<file path="config.mk">
export PLATFORM = sky130hd
export DESIGN_NAME = smmha_tile_scheduler
export DESIGN_NICKNAME = d
export VERILOG_FILES = /design/src/rtl/smmha_tile_scheduler.sv
export SDC_FILE = /design/constraint.sdc
export NUM_CORES = 1
export LEC_CHECK = 0
export ABC_AREA = 0
export BUFFER_PORTS_ARGS = -buffer_cell sky130_fd_sc_hd__buf_2
export CORE_ASPECT_RATIO = 0.6
export CORE_UTILIZATION = 51
export DETAILED_ROUTE_END_ITERATION = 10
export GPL_ROUTABILITY_DRIVEN = 0
export HOLD_SLACK_MARGIN = 0.05
export PLACE_DENSITY = 0.78
export SETUP_SLACK_MARGIN = 0.2
export SLEW_MARGIN = 5
export SYNTH_ARGS = -nofsm -noshare
export SYNTH_HDL_FRONTEND = slang
export SYNTH_SLANG_ARGS = --single-unit
export TNS_END_PERCENT = 10
</file>
<file path="constraint.sdc">
create_clock -name clk_i -period 4.1 [get_ports clk_i]
set_input_delay 0.41 -clock clk_i [delete_from_list [all_inputs] [get_ports clk_i]]
set_output_delay 0.41 -clock clk_i [all_outputs]
set_load 0.05 [all_outputs]
</file>
<file path="src/rtl/smmha_tile_scheduler.sv">
// Tile scheduler for the SMMHA accelerator: splits one job into bounded tiles and
// sequences start/done handshakes with per-tile base addresses and lengths.
module smmha_tile_scheduler #(
  parameter int unsigned AW  = 32,
  parameter int unsigned LW  = 16,
  parameter int unsigned BPE = 4
) (
  input  logic          clk_i,
  input  logic          rst_ni,
  input  logic          clear_i,
  input  logic          job_valid_i,
  output logic          job_ready_o,
  input  logic [AW-1:0] job_in_addr_i,
  input  logic [AW-1:0] job_out_addr_i,
  input  logic [LW-1:0] job_len_i,
  input  logic [LW-1:0] job_tile_len_i,
  output logic          tile_start_o,
  output logic [AW-1:0] tile_in_addr_o,
  output logic [AW-1:0] tile_out_addr_o,
  output logic [LW-1:0] tile_len_o,
  input  logic          tile_done_i,
  output logic          busy_o,
  output logic          job_done_o,
  output logic [LW-1:0] tiles_issued_o
);

  localparam int unsigned BpeShift = $clog2(BPE);

  typedef enum logic [1:0] {StIdle, StIssue, StWait, StFin} state_e;

  state_e state_q, state_d;

  logic [AW-1:0] in_addr_q, in_addr_d;
  logic [AW-1:0] out_addr_q, out_addr_d;
  logic [LW-1:0] tile_cfg_q, tile_cfg_d;
  logic [LW-1:0] remaining_q, remaining_d;
  logic [LW-1:0] tile_len_q, tile_len_d;
  logic [LW-1:0] issued_q, issued_d;

  logic [LW-1:0] rem_next;
  logic [AW-1:0] addr_step;

  // Tile length for a given remaining count; a zero tile config means one tile.
  function automatic logic [LW-1:0] clip_len(input logic [LW-1:0] rem,
                                             input logic [LW-1:0] cfg);
    return ((cfg == '0) || (cfg > rem)) ? rem : cfg;
  endfunction

  assign rem_next  = remaining_q - tile_len_q;
  assign addr_step = AW'(tile_len_q) << BpeShift;

  // State register
  always_ff @(posedge clk_i or negedge rst_ni) begin
    if (!rst_ni) begin
      state_q <= StIdle;
    end else begin
      state_q <= state_d;
    end
  end

  // Next-state logic
  always_comb begin
    state_d = state_q;
    if (clear_i) begin
      state_d = StIdle;
    end else begin
      unique case (state_q)
        StIdle: begin
          if (job_valid_i) state_d = (job_len_i == '0) ? StFin : StIssue;
        end
        StIssue: state_d = StWait;
        StWait: begin
          if (tile_done_i) state_d = (rem_next == '0) ? StFin : StIssue;
        end
        StFin:   state_d = StIdle;
        default: state_d = StIdle;
      endcase
    end
  end

  // Outputs decoded from state
  always_comb begin
    job_ready_o  = (state_q == StIdle);
    busy_o       = (state_q != StIdle);
    tile_start_o = (state_q == StIssue);
    job_done_o   = (state_q == StFin);
  end

  // Datapath next-state: the next tile's parameters are prepared before ISSUE
  always_comb begin
    in_addr_d   = in_addr_q;
    out_addr_d  = out_addr_q;
    tile_cfg_d  = tile_cfg_q;
    remaining_d = remaining_q;
    tile_len_d  = tile_len_q;
    issued_d    = issued_q;
    if (clear_i) begin
      in_addr_d   = '0;
      out_addr_d  = '0;
      tile_cfg_d  = '0;
      remaining_d = '0;
      tile_len_d  = '0;
      issued_d    = '0;
    end else begin
      unique case (state_q)
        StIdle: begin
          if (job_valid_i) begin
            in_addr_d   = job_in_addr_i;
            out_addr_d  = job_out_addr_i;
            tile_cfg_d  = job_tile_len_i;
            remaining_d = job_len_i;
            tile_len_d  = clip_len(job_len_i, job_tile_len_i);
            issued_d    = '0;
          end
        end
        StIssue: issued_d = issued_q + 1'b1;
        StWait: begin
          if (tile_done_i) begin
            remaining_d = rem_next;
            in_addr_d   = in_addr_q + addr_step;
            out_addr_d  = out_addr_q + addr_step;
            tile_len_d  = clip_len(rem_next, tile_cfg_q);
          end
        end
        default: ;
      endcase
    end
  end

  always_ff @(posedge clk_i or negedge rst_ni) begin
    if (!rst_ni) begin
      in_addr_q   <= '0;
      out_addr_q  <= '0;
      tile_cfg_q  <= '0;
      remaining_q <= '0;
      tile_len_q  <= '0;
      issued_q    <= '0;
    end else begin
      in_addr_q   <= in_addr_d;
      out_addr_q  <= out_addr_d;
      tile_cfg_q  <= tile_cfg_d;
      remaining_q <= remaining_d;
      tile_len_q  <= tile_len_d;
      issued_q    <= issued_d;
    end
  end

  assign tile_in_addr_o  = in_addr_q;
  assign tile_out_addr_o = out_addr_q;
  assign tile_len_o      = tile_len_q;
  assign tiles_issued_o  = issued_q;

endmodule
</file>
==> impl_metrics.yaml, run 1 <==
placed_design:
  dp_hpwl_um: 24100
  port_buffers: 200
  placed_cells: 1624
worst_setup_path:
  worstSetupPathType: "flop to flop"
  startpoint_type: "flop"
  cp_max_fo: 8
  critPathRequiredTime_ps: 4430
  arrival_ps: 4370
  worst_setup_path_end_kind: "flop"
cells_and_area:
  nets: 1591
  num_antenna_cells: 0
  syn_to_final_growth_pct: 22.1
  drive_above_1_share: 0.225
  fin_util: 0.637
  final_cells: 1666
logic_synthesis:
  syn-cell-area_sq_um: 9930
  synth_compound_area_frac: 0.263
  synth_fa_ha_area_frac: 0.107
  yosysTopAreaCellShare: 0.328
  synth.area.top_cells: "dfrtp_1 33%, ha_1 10%, nand2_1 6.0%"
  synth_xor_area_frac: 0.0378
  netlist_instances: 1198
  synth_top_family_by_area: "compound AO/OA/AOI/OAI gates"
  synthMostInstantiatedCell: "nand2_1"
  yosysUniqueCellTypes: 73
  muxShareOfSynthArea: 0.0180
  synth_edf_count: 0
  synth_commonest_cells: "160 x nand2_1, 130 x dfrtp_1, 106 x o21ai_0"
  async_flop_share: 1.00
  syn_avg_cell_area_sq_um: 8.29
  synth_nets: 1382
  synth_ff_type: "dfrtp_1"
  seq_area_frac_synth: 0.328
  synthSimpleGateAreaFrac: 0.194
  yosys.area.top_type: "dfrtp_1"
  yosys_register_bits: 130
  yosysWarnings: 0
grt:
  grt_antenna_before_repair: 0
  grt_max_degree: 102
  grt_pass1_vias: 9832
  grt_overflow: 0
  track_usage: 0.333
  grt_pass1_wl_um: 51700
timing:
  setup_viol: 0
  hold_viol_final: 0
  slew_headroom: 0.333
  fin_crit_ps: 4040
  clock_skew_ps: 8.05
  tightest_slew_ps: 1000
  rsz0062_at_grt: "yes"
  fmax_mhz: 248
  final.period_utilization: 0.985
  finalMaxSlewViolations: 0
cts:
  clk_latency_ps: 450
  cts_buffer_depth: 2
  hold_buffers: 0
  htreeDepth: 4
  clock-root-buffer: "clkbuf_16"
  numCtsBuffers: 17
  cts.clk_slew.worst_paths_ps: 60
  cts_sinks: 130
  tritoncts: "built"
routing:
  drt-initial-drc-count: 905
  ant_nets: 0
  dr_total_vias: 10400
  drt_pass1_iterations: 6
  wl_per_cell_um: 19.7
  drc: 0
  avgViaCountPerCell: 6.23
  routed_wl_um: 32800
die:
  die_h_um: 110
  die_area_sq_um: 20100
  dieWidth_um: 182
  row_count: 39
  fp.coreArea_sq_um: 19000
  start_util: 0.522
  ios: 201
hold_path:
  hold_path_class: "input pin to asynchronous set/reset pin"
power:
  cellLeakagePower_nw: 5.91
  power.density_nw_per_um2: 460
  peakVddDrop_uv: 406
status:
  outcome: "finished clean"
job:
  drv_cap: 0
cell type report:
cell class,count,area (sq um)
inverter,81,304
sequential,130,3260
clock inverter,13,184
timing repair buffer,247,1370
clock buffer,19,453
tap,246,308
fill,1647,6900
multi-input combinational,930,6250
worst paths after layout:
kind	start	endpoint	slack, ps	cells past startpoint
worst max-delay path	tile_len_o[0]	tile_len_o[0]	60	19
worst min-delay path	rst_ni	tiles_issued_o[15]	80	1
worst max register to register	tile_len_o[0]	tile_len_o[0]	60	19
worst min register to register	tile_in_addr_o[0]	tile_in_addr_o[0]	470	2
max in group asynchronous	rst_ni	tile_in_addr_o[11]	3120	2
min in group clk_i	job_out_addr_i[0]	tile_out_addr_o[0]	180	3
placed cells by master, fill, tap and decap left out, drive strengths merged, types with 12 or more instances in the layout:
master and count:
o221ai 13, nor2 83, inv 80, nand3b 18
clkbuf 19, xor2 18, a21o 24, buf 247
xnor2 24, o2bb2ai 13, or3 12, nand3 29
o211ai 31, nand2 160, o21a 12, ha 80
nor4 17, a21oi 75, dfrtp 130, o21ai 108
mux2i 13, nor3 23
logic make-up (layout without fill, tap and decap cells):
| family | after synthesis | count (layout) |
|---|---|---|
| mux | 17 | 17 |
| compound gates | 383 | 383 |
| xor+xnor | 42 | 42 |
| simple gates | 405 | 405 |
| buf+inv | 138 | 360 |
| fa+ha+maj | 83 | 83 |
| flops | 130 | 130 |
sequential cells by signal, summed over array words and instances (netlist names):
name,flops
tile_cfg_q,16
tile_in_addr_o,32
remaining_q,16
tile_out_addr_o,32
tiles_issued_o,16
state_q,2
tile_len_o,16
metrics by stage:
stage / setup WS (ps) / hold slack [ps] / TNS (ps) / area (sq um) / power [mW]
4_1_cts: 12.3 / 140 / 0 / 12100 / 5.50
6_report: 60.5 / 77.4 / 0 / 12100 / 5.58
2_1_floorplan: -59.8 / 114 / -247 / 9980 / 3.08
5_1_grt: -170 / 161 / -1790 / 12100 / 5.87
3_3_place_gp: 23.1 / 446 / 0 / 11400 / 3.71
3_5_place_dp: -96.1 / 455 / -702 / 11400 / 3.76
power by group:
part / leakage, nW / switching (mW) / internal [mW]
logic: 3.88 / 1.48 / 0.854
clock network: 0.305 / 0.630 / 1.05
registers: 1.73 / 0.158 / 1.41
total: 5.91 / 2.27 / 3.31
per-layer routing:
| metal | GRT usage | share of wire |
|---|---|---|
| met3 | 0.0884 | 0.12 |
| met4 | 0.109 | 0.018 |
| met5 | 0 | 0 |
| met1 | 0.474 | 0.44 |
| met2 | 0.490 | 0.42 |
timing repair:
| item | in CTS | in global routing |
|---|---|---|
| setup endpoints to repair | 16 | 16 |
| buffers inserted | 5 | 5 |
| pin swaps | 10 | 12 |
| hold endpoints to repair | 0 | 0 |
| resized for setup | 8 | 3 |
worst max-delay path, cell delays in order (launching register included):
cell and delay (ps):
dfrtp_2 420, ha_4 170, fa_2 340, nand2b_4 170
a21oi_4 170, o211a_1 190, o221a_4 210, mux2_4 310
a2111oi_4 220, ha_1 200, nand4_1 120, nor3_2 210
a21bo_2 260, o2111ai_2 110, a21oi_2 90, buf_6 140
buf_4 160, nand2_1 70, o211ai_1 90, a32o_1 280
(Power assumes the default switching activity.)
==> run 2, diff against run 1 <==
- ABC_AREA: 0 -> unset
- BUFFER_PORTS_ARGS: -buffer_cell sky130_fd_sc_hd__buf_2 -> unset
- CORE_UTILIZATION: 51 -> 59
- DONT_BUFFER_PORTS: unset -> 1
==> impl_metrics.yaml, run 2 (synthesis results as in run 1) <==
routing:
  wl_per_cell_um: 21.9
  routed_wl_um: 31700
  drt_pass1_iterations: 6
  drc: 0
  avgViaCountPerCell: 6.71
  ant_nets: 0
  dr_total_vias: 9729
  drt-initial-drc-count: 1053
worst_setup_path:
  critPathMaxStageDelay_ps: 420
  r2r_cells: 17
  cp_top_family: "compound AO/OA/AOI/OAI gates"
  critPathRequiredTime_ps: 4420
  rr_endpoint: "tile_len_o[10]"
  arrival_ps: 4380
  critPathBufInv: 2
  worst_setup_path_end_kind: "flop"
  worstSetupPathType: "flop to flop"
  rrSetupSlack_ps: 40
  cpMaxStageDelayCell: "dfrtp_2"
  path_cells: "ha_4 -> fa_2 -> nand2b_4 -> a21oi_4 -> o211a_1 -> o221a_4 -> mux2_4 -> a2111oi_4 -> ha_1 -> or3_1 -> o211ai_1 -> o2111ai_2 -> a21oi_2 -> buf_6 -> buf_6 -> o211ai_1 -> a32o_1"
  r2r_start: "tile_len_o[0]"
  startpoint_type: "flop"
  crit_start: "tile_len_o[0]"
  cp_max_fo: 12
die:
  die_h_um: 102
  ios: 201
  start_util: 0.607
  die_area_sq_um: 17400
  dieWidth_um: 169
  fp.coreArea_sq_um: 16400
  row_count: 36
cells_and_area:
  nets: 1393
  final_cells: 1450
  layout_common_cells: "160 x nand2_1, 122 x dfrtp_1, 102 x o21ai_0"
  final_common_cell: "nand2_1"
  syn_to_final_growth_pct: 12.2
  drive_above_1_share: 0.0982
  fin_util: 0.682
  n_fill_cell: 1340
  num_antenna_cells: 0
  stdcell_area_sq_um: 11100
timing:
  tightest_slew_ps: 1120
  timing.hold.ws_ps: 90.2
  slew_headroom: 0.257
  rsz0062_at_grt: "yes"
  clock_skew_ps: 9.29
  finalMaxSlewViolations: 0
  tns_ps: 0
  fmax_mhz: 246
  final.period_utilization: 0.990
  setup_viol: 0
  hold_viol_final: 0
  setup_ws_ps: 40.2
  fin_crit_ps: 4060
grt:
  grt_overflow: 0
  grt_max_degree: 131
  grt_antenna_before_repair: 0
  track_usage: 0.370
  grt_pass1_vias: 8987
  grt_pass1_wl_um: 49000
job:
  drv_cap: 0
placed_design:
  placed_cells: 1413
  port_buffers: 0
  dp_hpwl_um: 22600
  dp_slack_ps: -2.65
  placed_area_sq_um: 10400
cts:
  cts_sinks: 130
  cts_buffer_depth: 2
  tritoncts: "built"
  clock-root-buffer: "clkbuf_16"
  cts.clk_slew.worst_paths_ps: 60
  clk_latency_ps: 430
  numCtsBuffers: 17
  htreeDepth: 4
hold_path:
  hold_path_class: "input pin to flop"
  hold_start: "clear_i"
  holdPathStages: 1
  hold_end: "tile_cfg_q[0]"
power:
  finalPower_mw: 5.43
  power.density_nw_per_um2: 487
  peakVddDrop_uv: 302
  cellLeakagePower_nw: 5.03
status:
  outcome: "finished clean"
run 2: what timing repair did:
item,CTS,global route
resized for setup,10,4
hold endpoints to repair,130,0
setup endpoints to repair,16,16
setup buffers,3,0
hold buffers,2,0
pin swaps,5,4
run 2: worst max path at each step:
stage / end / slack [ps] / cells past startpoint
after global routing: tile_len_o[1] / -160 / 17
after global placement: tile_len_o[10] / 50 / 16
after detailed placement: tile_len_o[10] / -3 / 16
after CTS: tile_len_o[1] / 70 / 17
after floorplan: tile_len_o[1] / -60 / 17
final: tile_len_o[10] / 40 / 17
run 2: layout make-up:
class	count	area (sq um)	share of cell area
Clock buffer	18	429	0.0385
Clock inverter	14	203	0.0182
Inverter	81	304	0.0273
Multi-Input combinational cell	930	6240	0.560
Sequential cell	130	3260	0.293
Tap cell	228	285	0.0256
Timing Repair Buffer	49	418	0.0375
run 2: power by group:
| group | leakage (nW) | internal, mW | total, mW | switching [mW] |
|---|---|---|---|---|
| sequential | 1.73 | 1.40 | 1.82 | 0.419 |
| combinational | 3.00 | 0.755 | 1.93 | 1.18 |
| clock | 0.305 | 1.03 | 1.67 | 0.641 |
| total | 5.03 | 3.19 | 5.43 | 2.24 |
run 2: routing by layer:
layer,wire length (um),vias to the layer above,global-route usage
met5,0,-,0
met4,768,0,0.124
met3,3940,82,0.117
met2,13200,645,0.531
met1,13800,4600,0.527
li1,-,4402,-
run 2: worst reg2reg max path, stage by stage, from the launching register on:
cell and delay (ps):
dfrtp_2 420, ha_4 170, fa_2 360, nand2b_4 170
a21oi_4 160, o211a_1 200, o221a_4 210, mux2_4 310
a2111oi_4 220, ha_1 300, or3_1 310, o211ai_1 110
o2111ai_2 160, a21oi_2 190, buf_6 150, buf_6 160
o211ai_1 90, a32o_1 270
==> run 3, diff against run 2 <==
- CORE_UTILIZATION: 59 -> 50
- PLACE_DENSITY: 0.78 -> 0.68
==> impl_metrics.yaml, run 3 (synthesis results as in run 1) <==
worst_setup_path:
  startpoint_type: "flop"
  cp_top_family: "compound AO/OA/AOI/OAI gates"
  crit_start: "tile_len_o[0]"
  worstSetupPathType: "flop to flop"
  rrSetupSlack_ps: 40
  worst_setup_path_end_kind: "flop"
  path_cells: "ha_4 -> fa_2 -> nand2b_4 -> a21oi_4 -> o211a_1 -> o221a_4 -> mux2_4 -> a2111oi_4 -> ha_1 -> or3_1 -> o211ai_1 -> o2111ai_2 -> a21oi_2 -> buf_6 -> mux2i_1 -> nand2_1 -> a32o_1"
  cpMaxStageDelayCell: "dfrtp_2"
  critPathRequiredTime_ps: 4410
  rr_endpoint: "tile_len_o[1]"
  r2r_cells: 17
  critPathMaxStageDelay_ps: 420
  critPathBufInv: 1
  arrival_ps: 4370
  cp_max_fo: 7
  r2r_start: "tile_len_o[0]"
cells_and_area:
  fin_util: 0.595
  nets: 1419
  drive_above_1_share: 0.132
  layout_common_cells: "154 x nand2_1, 122 x dfrtp_1, 102 x o21ai_0"
  register_area_sq_um: 3260
  final_common_cell: "nand2_1"
  n_fill_cell: 1706
  syn_to_final_growth_pct: 15.1
  num_antenna_cells: 0
  multi_input_area_sq_um: 6300
power:
  cellLeakagePower_nw: 5.16
  peakVddDrop_uv: 364
  power.density_nw_per_um2: 485
  finalPower_mw: 5.55
status:
  violations: "design-rule violations"
  outcome: "complete, but fails checks"
timing:
  tightest_slew_ps: 1100
  rsz0062_at_grt: "yes"
  slew_headroom: 0.263
  hold_viol_final: 0
  finalMaxSlewViolations: 0
  clock_skew_ps: 10.7
  fmax_mhz: 246
  final.period_utilization: 0.990
  setup_viol: 0
  setup_ws_ps: 39.3
  fin_crit_ps: 4060
grt:
  grt_pass1_wl_um: 50200
  met1_usage: 0.483
  grt_util_met3: 0.125
  grt_overflow: 0
  track_usage: 0.320
  grt_pass1_vias: 8607
  grt_antenna_before_repair: 0
  use_met2: 0.419
  grt_max_degree: 131
  grt-busiest-layer: "met1"
hold_path:
  hold_end: "tile_cfg_q[0]"
  hold_start: "clear_i"
  holdPathStages: 1
  hold_path_class: "input pin to flop"
die:
  start_util: 0.517
  die_h_um: 111
  ios: 201
  fp.coreArea_sq_um: 19200
  dieWidth_um: 184
  row_count: 39
  die_area_sq_um: 20400
cts:
  numCtsBuffers: 17
  tritoncts: "built"
  cts_sinks: 130
  clock-root-buffer: "clkbuf_16"
  cts_buffer_depth: 2
  cts.clk_slew.worst_paths_ps: 60
  htreeDepth: 4
  clk_latency_ps: 430
routing:
  routed_wl_um: 32600
  drt-initial-drc-count: 956
  drc: 2
  ant_nets: 0
  wl_per_cell_um: 21.5
  dr_total_vias: 9457
  avgViaCountPerCell: 6.25
  drt_pass1_iterations: 8
job:
  drv_cap: 0
placed_design:
  dp_slack_ps: -110
  port_buffers: 0
  dp_hpwl_um: 23700
## run 3: final cells by class
type / instances / share of cell area
multi-input combinational: 930 / 0.551
clock buffer: 18 / 0.0384
timing repair buffer: 75 / 0.0555
clock inverter: 14 / 0.0142
sequential: 130 / 0.285
inverter: 81 / 0.0266
tap: 266 / 0.0291
## run 3: worst max path at each step
stage                     slack (ps)       endpoint  depth (start not counted)
final                             40  tile_len_o[1]                         17
after global routing             -80  tile_len_o[3]                         20
after CTS                         50  tile_len_o[8]                         17
after detailed placement        -110  tile_len_o[8]                         16
after global placement           -10  tile_len_o[8]                         16
after floorplan                  -60  tile_len_o[1]                         17
## run 3: repair_timing
action                                 in CTS  in global routing
pin swaps                                  10                 23
resized for setup                           9                 27
setup buffers                               5                  7
endpoints found under the hold margin     130                  0
setup endpoints to repair                  16                 16
hold buffers                                2                  0
cloned                                      0                  2
## run 3: routing by layer
metal | up-vias | wire (um)
met4 | 0 | 447
met1 | 4496 | 15300
met2 | 449 | 12800
met3 | 36 | 4020
met5 | - | 0
li1 | 4476 | -
## run 3: power breakdown
part           total, mW  switching (mW)  internal (mW)
Sequential          1.79           0.385           1.40
Combinational       2.15            1.26          0.889
Clock               1.61           0.638          0.969
Total               5.55            2.28           3.26
## run 3: metrics by stage
| step | cells | TNS (ps) | hold WS [ps] | cell area [sq um] |
|---|---|---|---|---|
| floorplan | 1198 | -247 | 114 | 9980 |
| global placement | 1466 | -22.1 | 119 | 10600 |
| detailed placement | 1466 | -551 | 119 | 10600 |
| CTS | 1505 | 0 | 76.4 | 11300 |
| global route | 1514 | -839 | 76.3 | 11400 |
| finish | 1514 | 0 | 89.5 | 11400 |
